`src/rtl/bus_source_sequencer_pkg.sv`:
```
// Shared types and constants for the bus source sequencer: FSM states,
// source count and the named bus-source codes.
package bus_source_sequencer_pkg;

  localparam int NUM_SOURCES = 24;
  localparam int CODE_W      = 5;

  typedef enum logic [1:0] {
    ST_IDLE  = 2'd0,
    ST_DRIVE = 2'd1,
    ST_GAP   = 2'd2
  } seq_state_e;

  localparam logic [CODE_W-1:0] SRC_R0     = 5'd0;
  localparam logic [CODE_W-1:0] SRC_R1     = 5'd1;
  localparam logic [CODE_W-1:0] SRC_R2     = 5'd2;
  localparam logic [CODE_W-1:0] SRC_R3     = 5'd3;
  localparam logic [CODE_W-1:0] SRC_R4     = 5'd4;
  localparam logic [CODE_W-1:0] SRC_R5     = 5'd5;
  localparam logic [CODE_W-1:0] SRC_R6     = 5'd6;
  localparam logic [CODE_W-1:0] SRC_R7     = 5'd7;
  localparam logic [CODE_W-1:0] SRC_R8     = 5'd8;
  localparam logic [CODE_W-1:0] SRC_R9     = 5'd9;
  localparam logic [CODE_W-1:0] SRC_R10    = 5'd10;
  localparam logic [CODE_W-1:0] SRC_R11    = 5'd11;
  localparam logic [CODE_W-1:0] SRC_R12    = 5'd12;
  localparam logic [CODE_W-1:0] SRC_R13    = 5'd13;
  localparam logic [CODE_W-1:0] SRC_R14    = 5'd14;
  localparam logic [CODE_W-1:0] SRC_R15    = 5'd15;
  localparam logic [CODE_W-1:0] SRC_HI     = 5'd16;
  localparam logic [CODE_W-1:0] SRC_LO     = 5'd17;
  localparam logic [CODE_W-1:0] SRC_ZHIGH  = 5'd18;
  localparam logic [CODE_W-1:0] SRC_ZLOW   = 5'd19;
  localparam logic [CODE_W-1:0] SRC_PC     = 5'd20;
  localparam logic [CODE_W-1:0] SRC_MDR    = 5'd21;
  localparam logic [CODE_W-1:0] SRC_INPORT = 5'd22;
  localparam logic [CODE_W-1:0] SRC_C      = 5'd23;

  // Codes 24..31 have no physical source behind them.
  function automatic logic code_is_legal(input logic [CODE_W-1:0] code);
    return (code <= SRC_C);
  endfunction

endpackage

```
`src/rtl/bus_source_sequencer_onehot.sv`:
```
// Combinational 5-to-24 one-hot expansion of a bus-source code; codes with
// no source behind them expand to all-zero.
module bus_src_onehot
  import bus_source_sequencer_pkg::*;
(
  input  logic [CODE_W-1:0]      code_i,
  output logic [NUM_SOURCES-1:0] onehot_o
);

  // Expand the code, suppressing every illegal code.
  always_comb begin
    onehot_o = '0;
    if (code_is_legal(code_i)) begin
      onehot_o[code_i] = 1'b1;
    end else begin
      onehot_o = '0;
    end
  end

endmodule

```
`src/rtl/bus_source_sequencer.sv`:
```
// Bus source sequencer: grants one bus source at a time and inserts a
// break-before-make dead time of GAP_CYCLES between sources.
module bus_source_sequencer
  import bus_source_sequencer_pkg::*;
#(
  parameter int GAP_CYCLES = 1
) (
  input  logic                   clk,
  input  logic                   clr,
  input  logic                   sel_valid,
  input  logic [CODE_W-1:0]      sel_code,
  output logic [NUM_SOURCES-1:0] out_en,
  output logic [CODE_W-1:0]      src_code,
  output logic                   bus_busy,
  output logic                   code_err
);

  localparam logic [3:0] GAP_LOAD = 4'(GAP_CYCLES - 1);

  seq_state_e             state_q;
  logic [NUM_SOURCES-1:0] out_en_q;
  logic [CODE_W-1:0]      src_code_q;
  logic                   bus_busy_q;
  logic                   code_err_q;
  logic [3:0]             gap_cnt_q;

  logic [NUM_SOURCES-1:0] req_onehot_d;
  logic                   req_legal_d;
  logic                   req_err_d;
  logic                   req_hold_d;

  bus_src_onehot u_onehot (
    .code_i   (sel_code),
    .onehot_o (req_onehot_d)
  );

  assign req_legal_d = sel_valid && code_is_legal(sel_code);
  assign req_err_d   = sel_valid && !code_is_legal(sel_code);
  // Only meaningful in DRIVE, where src_code_q always holds a legal code.
  assign req_hold_d  = sel_valid && (sel_code == src_code_q);

  // Sequencer FSM with all outputs registered alongside the state.
  always_ff @(posedge clk) begin
    if (clr) begin
      state_q    <= ST_IDLE;
      out_en_q   <= '0;
      src_code_q <= 5'd0;
      bus_busy_q <= 1'b0;
      code_err_q <= 1'b0;
      gap_cnt_q  <= 4'd0;
    end else begin
      code_err_q <= req_err_d;
      case (state_q)
        ST_IDLE: begin
          if (req_legal_d) begin
            state_q    <= ST_DRIVE;
            out_en_q   <= req_onehot_d;
            src_code_q <= sel_code;
            bus_busy_q <= 1'b1;
          end else begin
            state_q <= ST_IDLE;
          end
        end
        ST_DRIVE: begin
          if (req_hold_d) begin
            state_q <= ST_DRIVE;
          end else begin
            state_q    <= ST_GAP;
            out_en_q   <= '0;
            src_code_q <= 5'd0;
            bus_busy_q <= 1'b0;
            gap_cnt_q  <= GAP_LOAD;
          end
        end
        ST_GAP: begin
          // Only the inputs seen in the last dead cycle decide the next source.
          if (gap_cnt_q == 4'd0) begin
            if (req_legal_d) begin
              state_q    <= ST_DRIVE;
              out_en_q   <= req_onehot_d;
              src_code_q <= sel_code;
              bus_busy_q <= 1'b1;
            end else begin
              state_q <= ST_IDLE;
            end
          end else begin
            gap_cnt_q <= gap_cnt_q - 4'd1;
          end
        end
        default: begin
          state_q    <= ST_IDLE;
          out_en_q   <= '0;
          src_code_q <= 5'd0;
          bus_busy_q <= 1'b0;
          gap_cnt_q  <= 4'd0;
        end
      endcase
    end
  end

  assign out_en   = out_en_q;
  assign src_code = src_code_q;
  assign bus_busy = bus_busy_q;
  assign code_err = code_err_q;

endmodule

```
`config.mk`:
```
export PLATFORM = sky130hd
export DESIGN_NAME = bus_source_sequencer
export DESIGN_NICKNAME = d
export VERILOG_FILES = /design/src/rtl/bus_source_sequencer_pkg.sv /design/src/rtl/bus_source_sequencer_onehot.sv /design/src/rtl/bus_source_sequencer.sv
export SDC_FILE = /design/constraint.sdc
export NUM_CORES = 1
export LEC_CHECK = 0
export BUFFER_PORTS_ARGS = -buffer_cell sky130_fd_sc_hd__buf_2
export CORE_ASPECT_RATIO = 0.7
export CORE_MARGIN = 1
export CORE_UTILIZATION = 53
export CTS_CLUSTER_DIAMETER = 80
export DETAILED_ROUTE_END_ITERATION = 16
export MAX_ROUTING_LAYER = met4
export PLACE_DENSITY = 0.78
export SLEW_MARGIN = 30
export SYNTH_ARGS = -nofsm -noshare
export SYNTH_HDL_FRONTEND = slang
export SYNTH_HIERARCHICAL = 1
export SYNTH_SLANG_ARGS = --single-unit
```
`constraint.sdc`:
```
create_clock -name clk -period 2.4 [get_ports clk]
set_input_delay 0.24 -clock clk [delete_from_list [all_inputs] [get_ports clk]]
set_output_delay 0.24 -clock clk [all_outputs]
set_load 0.05 [all_outputs]
```
After elaboration in Yosys (flattened, before gate mapping)
Index checks and enable logic that the tools add are counted.
{"block": "classes", "add_sub_neg": 1, "eq_ne": 6, "n_lt_le_gt_ge": 3, "reduce_logical": 9, "mux": 22, "n_bitwise": 1}
{"operator": "$mux 24", "count": 4}
{"operator": "$pmux 24 s3", "count": 1}
{"operator": "$mux 5", "count": 3}
{"operator": "$pmux 5 s3", "count": 1}
{"operator": "$pmux 4 s3", "count": 1}
{"operator": "$mux 4", "count": 2}
{"operator": "$lt 5x6->1 const B", "count": 1}
{"operator": "$ne 2x2->1 const B", "count": 3}
{"operator": "$pmux 2 s3", "count": 1}
{"operator": "$demux 1 s5", "count": 1}
{"operator": "$eq 5x5->1", "count": 1}
{"operator": "$ge 5x1->1 const B", "count": 1}
{"operator": "$le 5x5->1 const B", "count": 1}
{"operator": "$mux 1", "count": 5}
{"operator": "$logic_and 1x1->1", "count": 4}
{"operator": "$logic_not 4->1", "count": 1}
{"operator": "$mux 2", "count": 2}
{"operator": "$sub 4x1->4 const B", "count": 1}
{"operator": "$pmux 1 s3", "count": 1}
{"operator": "$reduce_and 3->1", "count": 1}
{"operator": "$eq 2x1->1 const B", "count": 1}
{"operator": "$eq 2x2->1 const B", "count": 1}
{"operator": "$logic_not 2->1", "count": 1}
{"operator": "$reduce_and 2->1", "count": 1}
{"operator": "2 further kinds", "count": 2}
{"block": "word_totals", "register_bits": 37}

Depth between registers and ports, before layout
{"block": "logic_depth", "word_depth": 8, "depth_mapped": 8, "ltp_nobuf": 6}

Modules after synthesis
Netlist, hierarchy kept.
{"mod": "bus_source_sequencer", "area_per_inst_um2": 1655.3, "instances": 1, "cells_each": 189, "seq_area_each_um2": 740.7}
{"mod": "bus_src_onehot", "area_per_inst_um2": 163.9, "instances": 1, "cells_each": 35, "seq_area_each_um2": 0.0}

Least setup slack after synthesis
OpenSTA, ideal clock, no wires.
{"block": "synth_path", "path_type": "reg2reg", "startpoint": "register gap_cnt_q[0]", "endpoint": "register src_code_q[1], in the netlist src_code[1]", "synth_period_minus_slack_ps": 1831, "required_ps": 2326, "path_slack_ps": 569, "t_arrival_ps": 1757, "path_stages_with_launch": 9, "cell_sequence": "dfxtp_1 -> inv_1 -> ha_1 -> or3b_4 -> a2111oi_4 -> buf_6 -> buf_6 -> a32oi_1 -> o21ai_0"}
{"block": "synth_via", "elab_chain_cells": 3}
{"item": "from (decl)", "line": "bus_source_sequencer.sv:25", "rtl": "logic [3:0] gap_cnt_q;"}
{"item": "from (signal assigned)", "line": "bus_source_sequencer.sv:87", "rtl": "gap_cnt_q <= gap_cnt_q - 4'd1;"}
{"item": "$logic_not 4->1", "line": "bus_source_sequencer.sv:77", "rtl": "if (gap_cnt_q == 4'd0) begin"}
{"item": "$ne 2x2->1 (no line)"}
{"item": "$reduce_and 2->1 (no line)"}
{"item": "to (signal assigned)", "line": "bus_source_sequencer.sv:58", "rtl": "src_code_q <= sel_code;"}
{"item": "to (signal assigned)", "line": "bus_source_sequencer.sv:81", "rtl": "src_code_q <= sel_code;"}
{"item": "to (decl)", "line": "bus_source_sequencer.sv:22", "rtl": "logic [CODE_W-1:0] src_code_q;"}
No other way between the ends.
A chain may end at the register's enable or synchronous reset.

Final worst setup path
{"block": "layout_path", "startpoint": "register gap_cnt_q[0]", "endpoint": "register src_code_q[4], in the netlist src_code[4]"}
The elaborated chain is that of the path after synthesis.

==> flow_results.org <==
** Critical path
- In this run the worst path has a maximum fanout of 29.
- Depth of the worst register-to-register path :: 7
- The worst register-to-register path begins at gap_cnt_q[0].
- Crit Reg-Reg Endpoint :: src_code[4]
- Setup crit end kind :: flop
- The critical path in this run is classified as reg2reg.
- The worst register-to-register path has a setup slack of approximately 360 ps.
- STA puts the critical path data required time at 2610 ps.
- Following the worst setup path forward leads to its endpoint at src_code[4].
- Critical Path AT :: 2250 ps
- Startpoint class of the critical path :: flop
- The critical path starts at gap_cnt_q[0].

** Place
- Post-placement setup slack :: 409 ps
- During placement, the flow inserted port buffers numbering 38.
- Placed Area :: between 2000 and 2500 um^2
- Routability-driven placement congestion ratio :: 0.782
- Detailed placement ended at an HPWL of 2750 um.

** Clocking
- TritonCTS clock tree :: yes
- In this run the post-CTS setup repair buffer count came out at 0.
- Post-CTS repair changed the size of 0 cells.
- The later pin in the worst-skew pair is clocked with a latency of roughly 280 ps.
- Clock transition at the registers of the reported paths :: 70 ps
- In this run, post-CTS hold repair placed 0 buffers.
- Clock tree sinks :: 37
- Inserted Clock Buffers :: 5
- In this run the clock root is driven by a clkbuf_8.
- In this run the number of H-tree levels came out at 2.
- Number of buffers on the longest clock path :: 2

** Logic synthesis
- Area leader, netlist :: dfxtp_1
- Most instantiated flip-flop cell in the synthesis netlist :: dfxtp_1
- Number of synthesized register bits :: 37
- The number of nets handed over by synthesis was 233.
- Of the post-synthesis cell area, the dominant cell type holds 0.407.
- Top area cells in the synthesized netlist :: dfxtp_1, a32oi_1, o21ai_0, nand2_1, nor2_1
- Synthesized cell area :: between 1500 and 2000 um^2
- The number of different library cells used by synthesis comes to 32.
- Number of enable-type register cells in the synthesized netlist :: 0
- Counting flops with an async set or reset pin after synthesis yields a share of 0.
- The Yosys step of the flow raised 6 warnings.
- Synthesized instance count :: 224
- Mean cell area of the mapped netlist :: 8.12 um^2
- The share of the Yosys chip area taken by registers is 0.407.

** Power and ir drop
- P per Cell Area :: 582 nW/um^2
- The design draws ~1200 uW.
- Worst voltage drop across the vdd grid :: 0.371 mV
- Lkg Pwr :: 0.000774 uW

** STA
- After layout, the minimum clock period comes to 2040 ps.
- Setup slack closes at between 300 and 400 ps.
- Unrepaired setup endpoints after global routing :: no
- Dividing the final minimum period by the clock period gives 0.851.
- Clock Skew :: about 3.9 ps
- Count of pins over their slew limit :: 0
- Worst-margin pin slew :: 666 ps
- For this run, the top clock speed supported by timing is just under 500 MHz.
- Accumulated negative setup slack :: 0 ps
- The worst pin sits at a relative slew slack of 0.555.
- The total count of hold-check failures in the final report is 0.
- Worst Hold Slack :: 251 ps
- Setup violations remaining at the end of the flow were counted as 0.

** Floorplan
- Die span in x :: 72.0 um
- Ports placed on the boundary :: 39
- In this run the standard cell core region covers around 3200 um^2.
- Die outline area :: approximately 3700 um^2
- Die Y-Extent :: 51.0 um
- After floorplanning, the core was divided into 17 placement rows.
- Initial cell density of the core :: 0.566

** Run
- Number of max-cap violations :: 0

** Finish
- In the final design database the tool counted 264 nets.
- In the final layout, the share of cells above drive strength 1 is 0.208.
- Antenna fix cells :: 0
- From synthesis to final layout, the design area changed by 17.0%.
- Finished layout cell area :: 2130 um^2

** Global routing
- Vias in the first global route :: 1464
- Maximum number of pins on one net before global-route repair :: 45
- Initial antenna violation count :: 0
- First-pass GRT wire length :: 7140 um
- For this run, the total global-route usage over all layers was measured as 0.260.
- Global-route congestion overflow total :: 0

** Detailed routing
- Across all layers, the routed design uses about 1700 vias.
- The first routing iteration left 160 violations.
- Before antenna repair, the detailed router went through 4 iterations.
- For this run, design rule violations remaining after detail routing come to 0.
- Total length of routed wires :: 4220 um
- Routed wirelength normalized by instance count :: 14.0 um
- Vias per std cell :: approximately 5.8
- Number of nets with antenna violations after detailed routing :: 0

** Min path
- The tightest min-delay check is of the in2reg type.

** Run status
- The run finished with clean final reports.
==> state kept, by name (all words and copies together) (netlist names) <==
signal,count
out_en,24
bus_busy,1
src_code,5
code_err,1
state_q,2
gap_cnt_q,4
==> metal layers <==
metal | GRT usage | up-vias | part of all wire
met3 | 0.0533 | 5 | 0.067
met5 | - | - | 0
met4 | 0.0850 | 0 | 0.0078
met1 | 0.393 | 792 | 0.51
li1 | - | 884 | -
met2 | 0.340 | 64 | 0.41
==> cell usage after synthesis, types with 3 or more instances <==
| cell | number |
|---|---|
| nor2_1 | 30 |
| nor3_1 | 3 |
| xnor2_1 | 3 |
| dfxtp_1 | 37 |
| o21ai_0 | 31 |
| clkbuf_1 | 14 |
| a21oi_1 | 4 |
| or3b_1 | 3 |
| a211oi_1 | 4 |
| a32oi_1 | 29 |
| inv_1 | 4 |
| nand2_1 | 32 |
| nand2b_1 | 5 |
==> metrics by stage <==
| step | instances | utilization |
|---|---|---|
| floorplan | 224 | - |
| finish | 302 | 0.663 |
| detailed placement | 295 | 0.636 |
| CTS | 302 | 0.663 |
| global route | 302 | 0.663 |
| global placement | 295 | 0.632 |
==> cells by family after synthesis <==
group,count (synthesis),share of synthesized area
simple gates,83,0.209
compound gates,75,0.293
flops,37,0.407
buf+inv,22,0.0543
xor+xnor,5,0.0241
mux,1,0.00550
fa+ha+maj,1,0.00688
==> how the worst min path moves through the flow <==
| stage | startpoint | end | slack [ps] | cells past startpoint |
|---|---|---|---|---|
| final | sel_code[1] | src_code[1] | 250 | 3 |
| after global routing | sel_valid | code_err | 260 | 2 |
| after CTS | sel_code[1] | src_code[1] | 240 | 3 |
| after detailed placement | out_en[21] | out_en[21] | 470 | 2 |
| after global placement | out_en[22] | out_en[22] | 460 | 2 |
| after floorplan | sel_code[0] | src_code[0] | 360 | 2 |
==> placed cells by master (no fill, tap or decap) <==
cell type and n:
buf_2 38, dfxtp_1 37, nand2_1 32, o21ai_0 31, nor2_1 30, a32oi_1 29, clkbuf_8 6, nand2b_1 5
inv_1 4, a211oi_1 4, a21oi_1 4, xnor2_1 3, nor3_1 3, or3b_1 3, xor2_1 2, and4_1 2
a31oi_1 2, or3_1 2, buf_4 2, nand3b_1 2, a21bo_2 1, nand3_1 1, nor3b_1 1, or3b_4 1
inv_2 1, o2bb2ai_4 1, a2111oi_4 1, a21boi_0 1, o21a_1 1, mux2i_1 1, ha_1 1, clkbuf_1 1
buf_12 1, or2_2 1
==> layout make-up <==
type | instances | area (um^2)
flip-flops and latches | 37 | 741
fillers | 291 | 1080
multi-input cells | 165 | 998
inverters | 5 | 18.8
well taps | 47 | 58.8
repair buffers | 41 | 225
clock buffers | 7 | 86.3
==> critical path: stages, from the launching register on <==
cell	delay [ps]
dfxtp_1	330
inv_1	60
ha_1	220
or3b_4	430
a2111oi_4	350
buf_4	350
a32oi_1	110
o21ai_0	100
==> report_power, final <==
| group | internal (uW) | total (uW) | switching, uW |
|---|---|---|---|
| clock network | 228 | 437 | 209 |
| logic | 45.4 | 163 | 118 |
| registers | 625 | 637 | 11.9 |
Power figures use the tool's default switching activity.
